`config.mk`:
```
export PLATFORM = sky130hd
export DESIGN_NAME = alu_result_sink
export DESIGN_NICKNAME = d
export VERILOG_FILES = /design/src/rtl/alu_result_sink.sv
export SDC_FILE = /design/constraint.sdc
export NUM_CORES = 1
export LEC_CHECK = 0
export CAP_MARGIN = 0
export CORE_MARGIN = 5
export CORE_UTILIZATION = 31
export CTS_BUF_LIST = sky130_fd_sc_hd__clkbuf_8
export CTS_CLUSTER_SIZE = 24
export DETAILED_ROUTE_END_ITERATION = 10
export GPL_TIMING_DRIVEN = 0
export MAX_ROUTING_LAYER = met4
export PLACE_DENSITY = 0.63
export SETUP_SLACK_MARGIN = 0.1
export SLEW_MARGIN = 15
export SYNTH_ARGS = -nofsm -noshare
export SYNTH_HDL_FRONTEND = slang
export SYNTH_SLANG_ARGS = --single-unit
export TNS_END_PERCENT = 20
```
`constraint.sdc`:
```
create_clock -name clk -period 2.4 [get_ports clk]
set_input_delay 0.6 -clock clk [delete_from_list [all_inputs] [get_ports clk]]
set_output_delay 0.6 -clock clk [all_outputs]
set_load 0.05 [all_outputs]
```
`src/rtl/alu_result_sink.sv`:
```
// alu_result_sink: DEPTH-entry valid/ready FIFO for ALU {result,zero} pairs with status Z, saturating zero counter and optional zero recheck (ALU_ZERO_RECHECK_EN); ports clk, rst_n, in_valid/in_ready/in_data/in_zero, out_valid/out_ready/out_data/out_zero, status_z, zero_cnt, count, err_flag
module alu_result_sink #(
  parameter int WIDTH = 32,
  parameter int DEPTH = 4,
  parameter int CNT_W = 16
) (
  input  logic                       clk,
  input  logic                       rst_n,
  input  logic                       in_valid,
  output logic                       in_ready,
  input  logic [WIDTH-1:0]           in_data,
  input  logic                       in_zero,
  output logic                       out_valid,
  input  logic                       out_ready,
  output logic [WIDTH-1:0]           out_data,
  output logic                       out_zero,
  output logic                       status_z,
  output logic [CNT_W-1:0]           zero_cnt,
  output logic [$clog2(DEPTH):0]     count,
  output logic                       err_flag
);
  localparam int AW = $clog2(DEPTH);
  logic [WIDTH-1:0] data_q [DEPTH];
  logic             zero_q [DEPTH];
  logic [AW-1:0]    wr_ptr_q, rd_ptr_q;
  logic [AW:0]      count_q, count_d;
  logic             status_z_q;
  logic [CNT_W-1:0] zero_cnt_q, zero_cnt_d;
  logic             push, pop, z_st;
  assign in_ready  = count_q != (AW+1)'(DEPTH);
  assign out_valid = count_q != '0;
  assign push      = in_valid & in_ready;
  assign pop       = out_valid & out_ready;
  assign out_data  = out_valid ? data_q[rd_ptr_q] : '0;
  assign out_zero  = out_valid & zero_q[rd_ptr_q];
  assign status_z  = status_z_q;
  assign zero_cnt  = zero_cnt_q;
  assign count     = count_q;
`ifdef ALU_ZERO_RECHECK_EN
  logic err_q;
  assign z_st     = in_data == '0;
  assign err_flag = err_q;
  always_ff @(posedge clk)
    if (!rst_n) err_q <= 1'b0;
    else if (push && in_zero != z_st) err_q <= 1'b1;
`else
  assign z_st     = in_zero;
  assign err_flag = 1'b0;
`endif
  always_comb begin
    count_d    = count_q + {{AW{1'b0}}, push} - {{AW{1'b0}}, pop};
    zero_cnt_d = (push && z_st && !(&zero_cnt_q)) ? zero_cnt_q + 1'b1 : zero_cnt_q;
  end
  always_ff @(posedge clk)
    if (push) begin
      data_q[wr_ptr_q] <= in_data;
      zero_q[wr_ptr_q] <= z_st;
    end
  always_ff @(posedge clk)
    if (!rst_n) begin
      wr_ptr_q   <= '0;
      rd_ptr_q   <= '0;
      count_q    <= '0;
      status_z_q <= 1'b0;
      zero_cnt_q <= '0;
    end else begin
      wr_ptr_q   <= push ? wr_ptr_q + 1'b1 : wr_ptr_q;
      rd_ptr_q   <= pop ? rd_ptr_q + 1'b1 : rd_ptr_q;
      count_q    <= count_d;
      status_z_q <= push ? z_st : status_z_q;
      zero_cnt_q <= zero_cnt_d;
    end
endmodule

```
==> out/metrics.cfg <==
[detailed_routing]
ant_nets=0
wl_um=13570
wl_per_cell_um=17.95
vias=3571
drt_iter0_markers=155
viasPerCell=4.724
drc=0
drt_first_pass_iters=4

[synth]
syn_area_mm2=0.006311
synth_ff_type=edfxtp_1
synth.net_count=398
synth_edf_count=132
synthTopCellsByArea=edfxtp_1 (63%), mux4_2 (12%), dfxtp_1 (8.2%), and2_1 (3.6%), ha_1 (1.4%)
yosysMostFrequentCell=edfxtp_1
netlist_top_cells_count=edfxtp_1 (132), and2_1 (36), mux4_2 (33)
syn_inst=353
ys_warn_count=0
synth_largest_area_cell=edfxtp_1
async_flop_share=0
synth.top_cell.area_share=0.6281
ys_seq_elements=158
ys_types=50
ys_seq_area_frac=0.7105
syn_area_per_cell_um2=17.88

[timing]
tightestPinTransition_ps=523.9
fmax_ghz=0.4018
setup_violations=35
max-slew-margin-rel=0.6508
maxSlewViolCount=0
finalCritPeriodShare=1.037
fin_skew_ps=19.42
final.min_clock_period_ps=2489
rsz0062_at_grt=true
final.setup.worst_slack_ps=-88.80
hold_violations=0

[layout]
final_area_mm2=0.008496
drive_gt1_frac=0.3608
fillCellCount=1845
layout.nets=517
fin_util=0.4212
finalNonFillerCells=756
area_delta_synth_final_pct=34.62
multiInputGateArea_mm2=0.001864
seq_area_mm2=0.004499

[clock_network]
clock_latency_ps=440
htreeDepth=4
numCtsBuffers=17
holdBufCountCts=0
cts_root_buf=clkbuf_8
cts.sinks=158
clkTransAtPathRegs_ps=90
cts_tree=built
clockBufferDepth=2

[floorplan]
initial_utilization=0.3129
die_w_um=152.7
fp.coreArea_mm2=0.02017
fp.dieH_um=152.7
rows=52
io_pins=93
die_area_mm2=0.02331

[run_status]
status=finished, violations left
violations=negative setup slack

[critical_path]
end_kind=output port
crit_arrival_ps=1890
slowest_stage=mux4_2
path_cells=buf_12, buf_12, mux4_2, and2_4, buf_6
rr_endpoint=count[2]
r2r_start=count[2]
ff2ff_path_depth=11
required_ps=1800
crit_fanout=5
critical_path.most_common_cell=buf_12
r2r_slack_ps=60
slowest_delay_ps=500
worstSetupPathType=reg -> out
setup.worst_path.start_class=register

[global_route]
antenna_found_initial=1
grt_pass1_vias=3849
grt_pass1_wl_um=21480
overflow=0
grt_max_degree=22
grt.total_usage=0.1227

[placed_design]
place_congestion=0.7909
io_buffers=91
hpwl_um=9022
preCtsSetupSlack_ps=-701.5
dpl_cell_area_mm2=0.007724
placedCellCount=718

[worst_hold_path]
hold_class=reg -> reg
whs_path_depth=2
whs_endpoint=status_z
hp-start=status_z

[power]
pwr_density_cell_mw_per_mm2=1137
irDropWorstVdd_mv=0.4005
leakagePower_nw=2.937

[flow_run]
drv_cap=0

layout by cell type (no fill, tap or decap), types with 5 or more instances in the layout:
| cell | n |
|---|---|
| edfxtp_1 | 132 |
| clkdlybuf4s50_1 | 41 |
| mux4_2 | 33 |
| and2_4 | 32 |
| buf_8 | 22 |
| dfxtp_1 | 22 |
| clkbuf_8 | 21 |
| dlygate4sd2_1 | 15 |
| buf_12 | 11 |
| a21oi_1 | 10 |
| nand2_1 | 9 |
| buf_6 | 9 |
| nand3_1 | 7 |
| inv_1 | 6 |
| nor2_1 | 6 |
| o31ai_1 | 6 |
| o21ai_0 | 5 |
| ha_1 | 5 |
| clkinv_2 | 5 |
where the power goes:
part / internal [W] / switching (W)
Sequential: 0.00329 / 0.0000989
Combinational: 0.00210 / 0.00234
Clock: 0.000901 / 0.000931
registers in the layout (all words and copies together), names as in the netlist, named ones only:
signal / cells
zero_cnt: 16
zero_q: 4
data_q: 128
count: 3
rd_ptr_q: 2
wr_ptr_q: 2
status_z: 1
layer usage:
layer | vias up | routed length, um | track usage
li1 | 1643 | - | -
met1 | 1810 | 5680 | 0.1482
met2 | 102 | 7046 | 0.2023
met3 | 16 | 685 | 0.03181
met4 | 0 | 159 | 0.03988
met5 | - | 0 | -
how the worst max path moves through the flow:
stage | slack (ps) | from | to
floorplan | 90 | count[2] | count[2]
global placement | -1020 | in_valid | data_q[1][30]
detailed placement | -700 | register | out_data[11]
CTS | -210 | register | out_data[9]
global route | -170 | register | out_data[15]
finish | -90 | register | out_data[18]
kinds of logic after synthesis:
logic type,synth area share
XOR/XNOR,0.006940
adder cells (fa/ha/maj),0.01705
flip-flops,0.7105
AND/OR/NAND/NOR,0.09616
AO/OA/AOI/OAI,0.03370
buffers and inverters,0.01566
other,0.0005942
multiplexers,0.1193
cell type report:
class | instances | area share
sequential | 158 | 0.5296
multi-input combinational | 173 | 0.2194
timing repair buffer | 100 | 0.1409
tap | 270 | 0.03976
clock buffer | 17 | 0.02754
buffer | 16 | 0.02415
clock inverter | 15 | 0.01561
inverter | 6 | 0.002651
antenna | 1 | 0.0002946
critical path: cells and delay by family, from the launching register on:
kind | cells | cell delay [ps]
buffers and inverters | 3 | 410
DFF | 1 | 380
muxes | 1 | 500
and+or+nand+nor | 1 | 170
through the flow:
stage / hold slack [ps] / total power (W) / setup TNS (ps)
final: 493.5 / 0.009658 / -2202
after global routing: 539.9 / 0.01012 / -5444
after CTS: 496.2 / 0.009646 / -5290
after detailed placement: 480.6 / 0.007031 / -28760
after global placement: 477.4 / 0.006949 / -152520
after floorplan: 469.2 / 0.005827 / 0
timing repair:
action / 4_1_cts / 5_1_grt
setup buffers: 3 / 0
gates resized for setup: 311 / 29
cloned: 2 / 2
pin swaps: 4 / 19
hold endpoints to repair: 0 / 0
endpoints found under the setup margin: 51 / 38
Note: power is estimated with default switching activity, not from simulation.
